## src/rtl/wb_arb_pkg.sv

```systemverilog
// Shared definitions for the two-source write-back arbiter:
// output-register state encoding, source indices and default widths.
package wb_arb_pkg;

  typedef enum logic [1:0] {
    ST_EMPTY   = 2'd0,
    ST_FULL_S0 = 2'd1,
    ST_FULL_S1 = 2'd2
  } arb_state_t;

  localparam logic SRC_0 = 1'b0;
  localparam logic SRC_1 = 1'b1;

  localparam int DEFAULT_DATA_W = 32;
  localparam int DEFAULT_TAG_W  = 5;

  // Map the source index of a captured beat to the matching FULL state.
  function automatic arb_state_t full_state(input logic src);
    return (src == SRC_1) ? ST_FULL_S1 : ST_FULL_S0;
  endfunction

endpackage

```

## src/rtl/rr_pick2.sv

```systemverilog
// Two-way round-robin picker. Purely combinational; when both requesters
// are valid the one that did not win last time is chosen. Usable by any
// controller that shares a single resource between two clients.
module rr_pick2 (
  input  logic valid0,
  input  logic valid1,
  input  logic last_grant,
  input  logic enable,
  output logic grant0,
  output logic grant1
);

  // Single requester wins outright; on contention the pointer decides.
  always_comb begin
    grant0 = 1'b0;
    grant1 = 1'b0;
    if (enable) begin
      if (valid0 && valid1) begin
        grant0 = last_grant;
        grant1 = !last_grant;
      end else begin
        grant0 = valid0;
        grant1 = valid1;
      end
    end
  end

endmodule

```

## src/rtl/wb_arbiter2.sv

```systemverilog
// Round-robin arbiter merging two write-back sources (e.g. ALU result and
// load data) into one registered beat with a valid/ready handshake toward
// the register-file write port.
// Optional feature macro: WB_ARBITER2_LOCK_EN adds in0_lock/in1_lock so a
// source can keep priority for up to MAX_LOCK consecutive beats.
module wb_arbiter2
  import wb_arb_pkg::*;
#(
  parameter int DATA_W   = DEFAULT_DATA_W,
  parameter int TAG_W    = DEFAULT_TAG_W,
  parameter int MAX_LOCK = 4
) (
  input  logic              clk,
  input  logic              reset_n,
  input  logic              in0_valid,
  input  logic [DATA_W-1:0] in0_data,
  input  logic [TAG_W-1:0]  in0_tag,
  output logic              in0_ready,
  input  logic              in1_valid,
  input  logic [DATA_W-1:0] in1_data,
  input  logic [TAG_W-1:0]  in1_tag,
  output logic              in1_ready,
`ifdef WB_ARBITER2_LOCK_EN
  input  logic              in0_lock,
  input  logic              in1_lock,
`endif
  output logic              out_valid,
  output logic [DATA_W-1:0] out_data,
  output logic [TAG_W-1:0]  out_tag,
  output logic              out_src,
  input  logic              out_ready
);

  arb_state_t        state_q, state_d;
  logic [DATA_W-1:0] data_q, data_d;
  logic [TAG_W-1:0]  tag_q, tag_d;
  logic              last_grant_q, last_grant_d;

  logic              load;
  logic              pick_en;
  logic              grant0, grant1;
  logic              xfer0, xfer1, xfer;
  logic              sel_src;
  logic [DATA_W-1:0] sel_data;
  logic [TAG_W-1:0]  sel_tag;

`ifdef WB_ARBITER2_LOCK_EN
  localparam logic [3:0] LOCK_LIMIT = 4'(MAX_LOCK);
  logic [2:0] lock_cnt_q, lock_cnt_d;
  logic [3:0] lock_cnt_inc;
  logic       sel_lock;
`endif

  // The register can take a new beat when empty or when it drains this
  // cycle; reset_n gates the picker so no ready is shown during reset.
  always_comb begin
    load    = (state_q == ST_EMPTY) || out_ready;
    pick_en = load && reset_n;
  end

  rr_pick2 u_pick (
    .valid0     (in0_valid),
    .valid1     (in1_valid),
    .last_grant (last_grant_q),
    .enable     (pick_en),
    .grant0     (grant0),
    .grant1     (grant1)
  );

  // Handshake outputs, transfer detection and the shared 2:1 data select.
  always_comb begin
    in0_ready = grant0;
    in1_ready = grant1;
    xfer0     = in0_valid && grant0;
    xfer1     = in1_valid && grant1;
    xfer      = xfer0 || xfer1;
    sel_src   = xfer1 ? SRC_1 : SRC_0;
    sel_data  = xfer1 ? in1_data : in0_data;
    sel_tag   = xfer1 ? in1_tag : in0_tag;
  end

  // Next-state for the output register, the fairness pointer and, when
  // enabled, the lock run-length counter.
  always_comb begin
    state_d      = state_q;
    data_d       = data_q;
    tag_d        = tag_q;
    last_grant_d = last_grant_q;
`ifdef WB_ARBITER2_LOCK_EN
    lock_cnt_d   = lock_cnt_q;
    sel_lock     = xfer1 ? in1_lock : in0_lock;
    lock_cnt_inc = {1'b0, lock_cnt_q} + 4'd1;
`endif
    if (load) begin
      if (xfer) begin
        state_d      = full_state(sel_src);
        data_d       = sel_data;
        tag_d        = sel_tag;
        last_grant_d = sel_src;
`ifdef WB_ARBITER2_LOCK_EN
        lock_cnt_d = 3'd0;
        if (sel_lock) begin
          if (lock_cnt_inc >= LOCK_LIMIT) begin
            last_grant_d = sel_src;
            lock_cnt_d   = 3'd0;
          end else begin
            last_grant_d = last_grant_q;
            lock_cnt_d   = lock_cnt_inc[2:0];
          end
        end
`endif
      end else begin
        state_d = ST_EMPTY;
`ifdef WB_ARBITER2_LOCK_EN
        lock_cnt_d = 3'd0;
`endif
      end
    end
  end

  // State and data registers; reset discards any held beat and points
  // priority so that source 0 wins the first contention.
  always_ff @(posedge clk or negedge reset_n) begin
    if (!reset_n) begin
      state_q      <= ST_EMPTY;
      data_q       <= '0;
      tag_q        <= '0;
      last_grant_q <= SRC_1;
    end else begin
      state_q      <= state_d;
      data_q       <= data_d;
      tag_q        <= tag_d;
      last_grant_q <= last_grant_d;
    end
  end

`ifdef WB_ARBITER2_LOCK_EN
  // Consecutive locked-beat counter.
  always_ff @(posedge clk or negedge reset_n) begin
    if (!reset_n) begin
      lock_cnt_q <= 3'd0;
    end else begin
      lock_cnt_q <= lock_cnt_d;
    end
  end
`endif

  // Output view of the held beat; the source index follows the state.
  always_comb begin
    out_valid = (state_q != ST_EMPTY);
    out_data  = data_q;
    out_tag   = tag_q;
    out_src   = (state_q == ST_FULL_S1);
  end

endmodule

```

## config.mk

```make
export PLATFORM = sky130hd
export DESIGN_NAME = wb_arbiter2
export DESIGN_NICKNAME = d
export VERILOG_FILES = /design/src/rtl/wb_arb_pkg.sv /design/src/rtl/rr_pick2.sv /design/src/rtl/wb_arbiter2.sv
export SDC_FILE = /design/constraint.sdc
export NUM_CORES = 1
export LEC_CHECK = 0
export CORE_UTILIZATION = 41
export DETAILED_ROUTE_END_ITERATION = 12
export PLACE_DENSITY = 0.86
export SYNTH_ARGS = -nofsm -noshare
export SYNTH_HDL_FRONTEND = slang
export SYNTH_SLANG_ARGS = --single-unit
export TNS_END_PERCENT = 10
```

## constraint.sdc

```tcl
create_clock -name clk -period 4.2 [get_ports clk]
set_clock_uncertainty 0.15 [all_clocks]
set_input_delay 1.26 -clock clk [delete_from_list [all_inputs] [get_ports clk]]
set_output_delay 1.26 -clock clk [all_outputs]
set_load 0.005 [all_outputs]
```

# After elaboration in Yosys (flattened, before gate mapping)
# Cells that the tools add are included.
dict set report totals {
  register_bits 40
  out_inout_bits 41
  elab_cells 24
}
dict set report classes {
  n_eq_ne 1
  n_mux 9
  n_reduce_logical 10
}
# cell count
set ops {}
lappend ops {{$mux 32} 1}
lappend ops {{$mux 1} 5}
lappend ops {{$mux 5} 1}
lappend ops {{$logic_and 1x1->1} 4}
lappend ops {{$mux 2} 2}
lappend ops {{$eq 2x2->1 const B} 1}
lappend ops {{$logic_not 2->1} 1}
lappend ops {{$logic_or 1x1->1} 2}
lappend ops {{$reduce_and 2->1} 1}
lappend ops {{$reduce_bool 2->1} 1}
lappend ops {{$logic_not 1->1} 1}

# Longest topological paths before layout
# Gate-level depths: netlist (run 1).
dict set report depth {
  word_depth 8
  mapped_depth 5
}

# By module
# Synthesis (run 1) repeated with hierarchy kept, for this count alone.
dict set report hier_totals {
  cells_unflattened 140
  area_unflattened_um2 2014.4
}
# module instances cells_each area_per_inst_um2
set modules_own_cells {}
lappend modules_own_cells {wb_arbiter2 1 135 1993.2}
lappend modules_own_cells {rr_pick2 1 5 21.3}

# Worst setup path after synthesis (run 1)
# No wires, ideal clock.
dict set report synth_timing {
  kind {input-to-output}
  startpoint {input in1_valid}
  endpoint {output in0_ready}
  t_arrival_ns 1.789
  setup_slack_ns 1.001
  path_stages 4
  path_cell_list {nor2b_1 -> buf_4 -> nand2b_1 -> nor2_1}
}
dict set report synth_via {
  elab_chain_cells 3
}
# item line
set synth_lines {}
lappend synth_lines {{start: declaration} wb_arbiter2.sv:19} ;# input logic in1_valid,
lappend synth_lines {{$logic_and 1x1->1} rr_pick2.sv:18} ;# if (valid0 && valid1) begin
lappend synth_lines {{$mux 1} rr_pick2.sv:18}
lappend synth_lines {{$mux 1} rr_pick2.sv:17} ;# if (enable) begin
lappend synth_lines {{end: declaration} wb_arbiter2.sv:18} ;# output logic in0_ready,
# Every way passes these cells.

# Worst setup path after layout (run 1)
dict set report layout_timing {
  startpoint {input out_ready}
  endpoint {output in1_ready}
}
dict set report layout_via {
  elab_chain_cells 3
}
# item line
set layout_lines {}
lappend layout_lines {{start: declaration} wb_arbiter2.sv:31} ;# input logic out_ready
lappend layout_lines {{$logic_or 1x1->1} wb_arbiter2.sv:57} ;# load = (state_q == ST_EMPTY) || out_ready;
lappend layout_lines {{$logic_and 1x1->1} wb_arbiter2.sv:58} ;# pick_en = load && reset_n;
lappend layout_lines {{$mux 1} rr_pick2.sv:17}
lappend layout_lines {{end: declaration} wb_arbiter2.sv:22} ;# output logic in1_ready,
# Every way passes these cells.

==> impl_metrics.csv, run 1 <==
group,metric,value,unit
route,first_iter_violations,108,
sta,finalHoldViolCount,0,
clocking,clkSlewWorstSetupHoldPaths,0.07,ns
power_and_ir_drop,cellPowerDensity,421,mW/mm²
route,via_per_inst,5.62,
clocking,cts_buffers,5,
yosys,ys_seq_elements,40,
critical_path,arrival,2.76,ns
sta,relSlewSlack,50.3,%
yosys,yosysUniqueCellTypes,22,
min_path,hold_class,"reg2reg",
floorplanning,coreArea,0.00479,mm²
global_route,grt_pass1_vias,1878,
critical_path,worst-path-max-fanout,4,
cells_and_area,drive_gt1_share,15.2,%
cells_and_area,design_area,0.00336,mm²
yosys,avgSynthCellArea,13.7,µm²
clocking,htree_levels,2,
sta,period_needed,4.17,ns
yosys,ys_warn_count,0,
floorplanning,dieWidth,73.1,µm
floorplanning,ioPinCount,120,
floorplanning,fp.dieArea,0.00534,mm²
critical_path,end_kind,"primary output",
route,ant_nets,0,
clocking,root_buffer,"clkbuf_8",
clocking,insertion_delay,0.29,ns
clocking,post_cts_buffers,0,
sta,tns,0,ns
route,drt-total-wl,5750,µm
global_route,grt_max_degree,44,
clocking,ctsLongestPathBuffers,2,
sta,fmax,240,MHz
cells_and_area,diodes,0,
route,drtPass1Iterations,4,
global_route,grt_pass1_wl,9050,µm
sta,rsz0062_at_grt,"no",
route,vias,1860,
sta,timing.final.crit_share,99.2,%
yosys,synth_cells,151,
sta,slew_viol_final,0,
power_and_ir_drop,power.total,1.41,mW
clocking,ctsResizeCount,0,
floorplanning,rows,25,
yosys,ys_seq_area_share,48.4,%
floorplanning,die-height,73.1,µm
cells_and_area,nFillCells,363,
route,drc,0,
clocking,cts_sinks,40,
power_and_ir_drop,vdd_drop_max,0.000210,V
placement,place_congestion,0.852,
cells_and_area,layout.nets,342,
global_route,grt_overflow,0,
critical_path,start_kind,"input port",
critical_path,required,2.79,ns
flow_run,max_cap_viol_count,0,
critical_path,path_class,"in2out",
global_route,grt_usage,22.4,%
placement,place_area,0.00325,mm²
route,wl_per_cell,17.4,µm
power_and_ir_drop,p_leak,1.25,nW
placement,hpwl,3990,µm
status,status,"finished clean",
yosys,syn-cell-area,0.00207,mm²
yosys,synth_nets,230,
clocking,cts_hold_buf,0,
placement,numPortBuffers,119,
clocking,cts_tree,"yes",
sta,worstMarginPinSlew,0.744,ns
floorplanning,start_util,43.3,%
sta,setup_viol,0,
cells_and_area,areaGrowthSynthToFinish,62.4,%
global_route,antenna_found_initial,0,
==> per-stage QoR <==
stage	setup slack (ns)	std cells	util [%]	hold slack (ns)
after floorplan	1.00	151	-	0.368
after global placement	0.162	323	68.0	0.355
after detailed placement	0.0352	323	68.0	0.361
after CTS	0.0351	331	70.2	0.378
after global routing	0.0122	331	70.2	0.399
final	0.0317	331	70.2	0.377
==> cell usage after synthesis <==
| cell | instances | area [µm²] |
|---|---|---|
| a21bo_2 | 1 | 10.0 |
| a2bb2oi_2 | 11 | 165 |
| o32ai_2 | 11 | 179 |
| nand2_1 | 2 | 7.51 |
| o21bai_4 | 1 | 18.8 |
| inv_2 | 1 | 3.75 |
| o22ai_1 | 2 | 12.5 |
| inv_1 | 2 | 7.51 |
| o211a_1 | 1 | 10.0 |
| nor2_1 | 3 | 11.3 |
| and2_1 | 1 | 6.26 |
| dfstp_2 | 1 | 26.3 |
| a2bb2oi_1 | 26 | 228 |
| buf_2 | 5 | 25.0 |
| dfrtp_1 | 39 | 976 |
| a31oi_1 | 2 | 12.5 |
| buf_6 | 9 | 101 |
| buf_4 | 3 | 22.5 |
| o32ai_1 | 26 | 228 |
| clkbuf_1 | 2 | 7.51 |
| nor2b_1 | 1 | 6.26 |
| nand2b_1 | 1 | 6.26 |
==> area by class of cell <==
class | instances | area, µm² | share of cell area (%)
sequential | 40 | 1000 | 29.8
clock buffer | 6 | 72.6 | 2.16
clock inverter | 2 | 35.0 | 1.04
inverter | 3 | 11.3 | 0.335
tap | 67 | 83.8 | 2.49
multi-input combinational | 89 | 908 | 27.0
timing repair buffer | 124 | 1250 | 37.1
==> power breakdown <==
part / internal (mW) / total (mW) / switching [mW]
Clock: 0.176 / 0.305 / 0.129
Combinational: 0.367 / 0.567 / 0.201
Sequential: 0.481 / 0.542 / 0.0612
Total: 1.02 / 1.41 / 0.390
==> cells in the final DEF, fill, tap and decap left out, types with 3 or more instances in the layout <==
cell type,Yosys,layout
a2bb2oi_1,26,26
a2bb2oi_2,11,11
buf_4,3,3
clkbuf_8,0,5
clkdlybuf4s50_1,0,118
dfrtp_1,39,39
nor2_1,3,3
o32ai_1,26,26
o32ai_2,11,11
==> worst max-delay path, stage by stage <==
cell             delay, ns
clkdlybuf4s50_1       0.51
o21bai_4              0.15
nand2_1               0.14
nor2_1                0.17
clkdlybuf4s50_1       0.54
==> per-layer routing <==
layer	wire, µm	GRT usage (%)	up-vias	part of all wire [%]
met4	69	6.32	0	1.2
met1	2380	26.8	919	41
met5	0	0	-	0
met3	457	6.63	9	7.9
met2	2850	38.8	77	49
li1	-	-	855	-
==> sequential cells by signal, indices dropped and copies added, names as in the netlist <==
signal	flops
out_tag	5
out_data	32
state_q	2
last_grant_q	1
==> cell families after synthesis <==
family,Yosys count,share of synthesized area (%)
AOI/OAI and AO/OA,81,41.7
buffers and inverters,22,8.10
and+or+nand+nor,8,1.81
DFF,40,48.4
==> worst paths after layout <==
kind | slack, ns | endpoint | from | cells after the start
min in group asynchronous | 0.91 | state_q[1] | reset_n | 2
hold reg to reg | 0.38 | out_data[7] | out_data[7] | 1
setup reg to reg | 2.33 | out_tag[2] | state_q[1] | 4
setup / recovery | 0.03 | in1_ready | out_ready | 5
max in group asynchronous | 2.62 | last_grant_q | reset_n | 2
hold / removal | 0.38 | out_data[7] | out_data[7] | 1
(Power assumes the default switching activity.)
==> run 2: changes to the inputs <==
--- a/config.mk
+++ b/config.mk
@@ -7,7 +7,9 @@
 export LEC_CHECK = 0
 export CORE_UTILIZATION = 41
 export DETAILED_ROUTE_END_ITERATION = 12
+export GPL_TIMING_DRIVEN = 0
 export PLACE_DENSITY = 0.86
+export SKIP_LAST_GASP = 1
 export SYNTH_ARGS = -nofsm -noshare
 export SYNTH_HDL_FRONTEND = slang
 export SYNTH_SLANG_ARGS = --single-unit
==> run 2 against run 1 <==
- clock power barely moved
- sequential cell count did not move
- combinational power rose by 4%
- routed wire length rose by 3.7%
- design area rose by 3.1%
- critical path depth fell by 1
- largest power group unchanged
==> impl_metrics.csv, run 2 (synthesized netlist as in run 1, its figures left out) <==
group,metric,value,unit
status,status,"finished clean",
placement,hpwl,4360,µm
cells_and_area,diodes,0,
global_route,grt_usage,22.3,%
clocking,cts_buffers,5,
placement,pre_cts_ws,-0.0872,ns
critical_path,timing.rr.start,"last_grant_q",
placement,place_area,0.00336,mm²
route,first_iter_violations,54,
floorplanning,rows,25,
cells_and_area,final_common_cell,"clkdlybuf4s50_1",
power_and_ir_drop,p_leak,1.32,nW
sta,tns,0,ns
global_route,antenna_found_initial,0,
placement,place_inst,338,
clocking,cts_tree,"yes",
sta,fmax,239,MHz
critical_path,startpoint,"in1_valid",
min_path,holdCritStartpoint,"out_data[9]",
min_path,hold_class,"reg2reg",
floorplanning,die-height,73.1,µm
clocking,insertion_delay,0.28,ns
clocking,root_buffer,"clkbuf_8",
clocking,cts_hold_buf,0,
clocking,cts_sinks,40,
critical_path,start_kind,"input port",
critical_path,crit_top_cell,"clkdlybuf4s50_1",
floorplanning,start_util,43.3,%
route,drt-total-wl,5960,µm
global_route,grt_pass1_vias,1923,
critical_path,cp_cell_sequence,"clkdlybuf4s50_1 -> a21bo_2 -> nor2_1 -> clkdlybuf4s50_1",
cells_and_area,layout.nets,356,
critical_path,reg2reg_to,"out_data[21]",
cells_and_area,finalCoreUtilization,72.4,%
floorplanning,fp.dieArea,0.00534,mm²
sta,setup_viol,0,
sta,setup_ws,0.0138,ns
cells_and_area,largest_reg_flops,32,
critical_path,cp_slowest_cell,"clkdlybuf4s50_1",
clocking,clkSlewWorstSetupHoldPaths,0.08,ns
sta,finalHoldViolCount,0,
power_and_ir_drop,vdd_drop_max,0.000243,V
global_route,grt_overflow,0,
sta,relSlewSlack,69.3,%
route,ant_nets,0,
sta,period_needed,4.19,ns
cells_and_area,layout_common_cells,"clkdlybuf4s50_1 (117), dfrtp_1 (39), o32ai_1 (26), a2bb2oi_1 (26)",
critical_path,cpPeakStageDelay,0.51,ns
placement,place_congestion,0.764,
critical_path,rrSetupSlack,2.39,ns
placement,numPortBuffers,119,
clocking,htree_levels,2,
critical_path,worst-path-max-fanout,12,
route,via_per_inst,5.44,
critical_path,path_class,"in2out",
min_path,hold_end,"out_data[9]",
global_route,grt_max_degree,44,
sta,slew_viol_final,0,
cells_and_area,drive_gt1_share,18.3,%
critical_path,critical_path.top_delay_family,"buffers and inverters",
route,drc,0,
critical_path,r2r.worst_path.cells,4,
power_and_ir_drop,cellPowerDensity,414,mW/mm²
sta,holdWs,0.380,ns
route,vias,1877,
critical_path,required,2.79,ns
sta,timing.final.crit_share,99.7,%
flow_run,max_cap_viol_count,0,
critical_path,arrival,2.78,ns
global_route,grt_pass1_wl,9040,µm
route,wl_per_cell,17.3,µm
sta,rsz0062_at_grt,"yes",
clocking,ctsLongestPathBuffers,2,
cells_and_area,areaGrowthSynthToFinish,67.4,%
route,drtPass1Iterations,4,
cells_and_area,final_cells,345,
floorplanning,coreArea,0.00479,mm²
floorplanning,dieWidth,73.1,µm
critical_path,end_kind,"primary output",
floorplanning,ioPinCount,120,
min_path,hold_depth,1,
sta,worstMarginPinSlew,0.461,ns
critical_path,cp_num_buf_inv,2,
power_and_ir_drop,power.total,1.44,mW
cells_and_area,design_area,0.00347,mm²
## run 2: cell types whose count changed in the layout (fill, tap and decap cells not counted), sizes merged
cell	before	now
dlymetal6s2s	0	1
clkbuf	6	8
buf	6	18
clkdlybuf4s50	118	117
## run 2: worst max path at each step
stage,cells past startpoint,to,slack (ns)
6_report,4,in1_ready,0.01
5_1_grt,4,in1_ready,-0.03
4_1_cts,6,in0_ready,-0.04
3_5_place_dp,5,in1_ready,-0.09
3_3_place_gp,4,in0_ready,-1.30
2_1_floorplan,4,in0_ready,1.00
## run 2: final cells by class
| cell class | count | area [µm²] |
|---|---|---|
| buffer | 18 | 151 |
| clock buffer | 6 | 72.6 |
| clock inverter | 2 | 35.0 |
| fill | 350 | 1320 |
| inverter | 3 | 11.3 |
| multi-input combinational | 89 | 901 |
| sequential | 40 | 1000 |
| tap | 67 | 83.8 |
| timing repair buffer | 120 | 1210 |
## run 2: repair_timing
| item | in CTS | in global routing |
|---|---|---|
| endpoints found under the setup margin | 2 | 2 |
| resized for setup | 0 | 1 |
| setup buffers | 0 | 0 |
## run 2: routing by layer
layer	part of all wire (%)	global-route usage, %	vias up
li1	-	-	884
met1	43	29.1	917
met2	50	38.0	71
met3	5.9	4.01	5
met4	0.77	6.32	0
met5	0	0	-
## run 2: power breakdown
group	total [mW]	switching, mW	internal [mW]
sequential	0.542	0.0605	0.481
combinational	0.587	0.204	0.384
clock	0.307	0.131	0.176
total	1.44	0.395	1.04
==> run 3: changes to the inputs <==
--- a/config.mk
+++ b/config.mk
@@ -6,7 +6,9 @@
 export NUM_CORES = 1
 export LEC_CHECK = 0
 export CORE_UTILIZATION = 41
+export CTS_BUF_LIST = sky130_fd_sc_hd__clkbuf_16
 export DETAILED_ROUTE_END_ITERATION = 12
+export GPL_ROUTABILITY_DRIVEN = 0
 export GPL_TIMING_DRIVEN = 0
 export PLACE_DENSITY = 0.86
 export SKIP_LAST_GASP = 1
==> run 3 against run 2 <==
- combinational power hardly changed
- first-iteration DRC count increased by 48%
- critical path depth unchanged
- utilization rose by 1.2 points
- design area up 1.6%
- critical path type unchanged
- largest cell class unchanged
==> impl_metrics.csv, run 3 (synthesized netlist as in run 1, its figures left out) <==
group,metric,value,unit
floorplanning,dieWidth,73.1,µm
sta,worstMarginPinSlew,0.460,ns
clocking,insertion_delay,0.28,ns
placement,hpwl,4360,µm
cells_and_area,nFillCells,338,
global_route,antenna_found_initial,0,
route,drtPass1Iterations,4,
power_and_ir_drop,p_sw,0.410,mW
cells_and_area,layout.nets,356,
critical_path,cp_slowest_cell,"clkdlybuf4s50_1",
global_route,grt_pass1_vias,1896,
critical_path,path_depth,4,
cells_and_area,areaGrowthSynthToFinish,70.1,%
power_and_ir_drop,power.share.switching,26.4,%
placement,numPortBuffers,119,
floorplanning,fp.dieArea,0.00534,mm²
sta,timing.final.crit_share,99.7,%
sta,period_needed,4.19,ns
critical_path,timing.rr.start,"last_grant_q",
route,ant_nets,0,
sta,rsz0062_at_grt,"yes",
floorplanning,ioPinCount,120,
critical_path,end_kind,"primary output",
global_route,grt_overflow,0,
critical_path,rrSetupSlack,2.41,ns
sta,relSlewSlack,69.3,%
floorplanning,start_util,43.3,%
global_route,grt_usage,22.9,%
sta,slew_viol_final,0,
sta,fmax,239,MHz
power_and_ir_drop,power.internal,1.14,mW
cells_and_area,final_common_cell,"clkdlybuf4s50_1",
sta,tns,0,ns
clocking,ctsLongestPathBuffers,2,
route,first_iter_violations,80,
clocking,cts_tree,"yes",
power_and_ir_drop,p_leak,1.35,nW
cells_and_area,drive_gt1_share,18.3,%
critical_path,crit_path_end,"in1_ready",
critical_path,startpoint,"in1_valid",
min_path,hold_class,"reg2reg",
clocking,post_cts_buffers,0,
critical_path,cp_num_buf_inv,2,
clocking,cts_sinks,40,
cells_and_area,design_area,0.00352,mm²
placement,place_area,0.00336,mm²
power_and_ir_drop,vdd_drop_max,0.000242,V
critical_path,cp_cell_sequence,"clkdlybuf4s50_1 -> a21bo_2 -> nor2_1 -> clkdlybuf4s50_1",
clocking,clkSlewWorstSetupHoldPaths,0.06,ns
cells_and_area,layout_common_cells,"clkdlybuf4s50_1 (117), dfrtp_1 (39), o32ai_1 (26), a2bb2oi_1 (26)",
power_and_ir_drop,cellPowerDensity,441,mW/mm²
route,via_per_inst,5.47,
floorplanning,rows,25,
status,status,"finished clean",
flow_run,max_cap_viol_count,0,
critical_path,start_kind,"input port",
power_and_ir_drop,p_comb_share,37.9,%
critical_path,crit_top_cell,"clkdlybuf4s50_1",
cells_and_area,finalCoreUtilization,73.6,%
power_and_ir_drop,seq_power_share,35.0,%
critical_path,path_class,"in2out",
route,drt-total-wl,6000,µm
placement,place_inst,338,
critical_path,reg2reg_to,"out_data[30]",
sta,setup_viol,0,
critical_path,worst-path-max-fanout,12,
sta,finalHoldViolCount,0,
critical_path,r2r.worst_path.cells,5,
clocking,root_buffer,"clkbuf_16",
power_and_ir_drop,power.total,1.55,mW
global_route,grt_max_degree,44,
critical_path,arrival,2.78,ns
cells_and_area,diodes,0,
sta,setup_ws,0.0106,ns
clocking,ctsResizeCount,0,
cells_and_area,largest_reg_flops,32,
clocking,cts_hold_buf,0,
floorplanning,die-height,73.1,µm
route,vias,1887,
power_and_ir_drop,clkPwrFrac,27.1,%
critical_path,critical_path.top_delay_family,"buffers and inverters",
route,wl_per_cell,17.4,µm
global_route,grt_pass1_wl,9200,µm
floorplanning,coreArea,0.00479,mm²
cells_and_area,final_cells,345,
placement,pre_cts_ws,-0.0872,ns
clocking,htree_levels,2,
clocking,cts_buffers,5,
sta,holdWs,0.374,ns
route,drc,0,
critical_path,cpPeakStageDelay,0.52,ns
critical_path,required,2.79,ns
run 3: cell count changes in the layout (fill, tap and decap cells not counted):
| cell | before | now |
|---|---|---|
| clkbuf_16 | 0 | 5 |
| clkbuf_8 | 5 | 0 |
| clkbuf_1 | 3 | 2 |
| inv_1 | 2 | 3 |
run 3: worst min-delay path by stage:
| stage | startpoint | slack [ns] | cells past startpoint | to |
|---|---|---|---|---|
| floorplan | out_data[29] | 0.37 | 1 | out_data[29] |
| global placement | out_data[10] | 0.35 | 1 | out_data[10] |
| detailed placement | out_data[10] | 0.36 | 1 | out_data[10] |
| CTS | out_data[10] | 0.37 | 1 | out_data[10] |
| global route | out_data[12] | 0.39 | 1 | out_data[12] |
| finish | out_data[9] | 0.37 | 1 | out_data[9] |
run 3: area by class of cell:
type                    count  area [µm²]  share of cell area [%]
clock inverters             3        38.8                    1.10
plain buffers              18         151                    4.30
multi-input cells          89         901                    25.6
repair buffers            120        1210                    34.3
flip-flops and latches     40        1000                    28.5
inverters                   3        11.3                   0.320
well taps                  67        83.8                    2.38
clock buffers               5         125                    3.55
run 3: metal layers:
metal | routed length (µm) | track usage (%) | vias to the layer above
met1 | 2540 | 29.4 | 924
met5 | 0 | 0 | -
met3 | 391 | 5.94 | 8
met4 | 73 | 5.88 | 0
li1 | - | - | 883
met2 | 2990 | 38.3 | 72
run 3: power groups by stage:
| stage | Sequential, mW | Clock [mW] | Combinational, mW |
|---|---|---|---|
| floorplan | 0.551 | 0 | 0.260 |
| global placement | 0.543 | 0 | 0.579 |
| detailed placement | 0.546 | 0 | 0.595 |
| CTS | 0.544 | 0.428 | 0.595 |
| global route | 0.554 | 0.447 | 0.623 |
| finish | 0.544 | 0.420 | 0.588 |
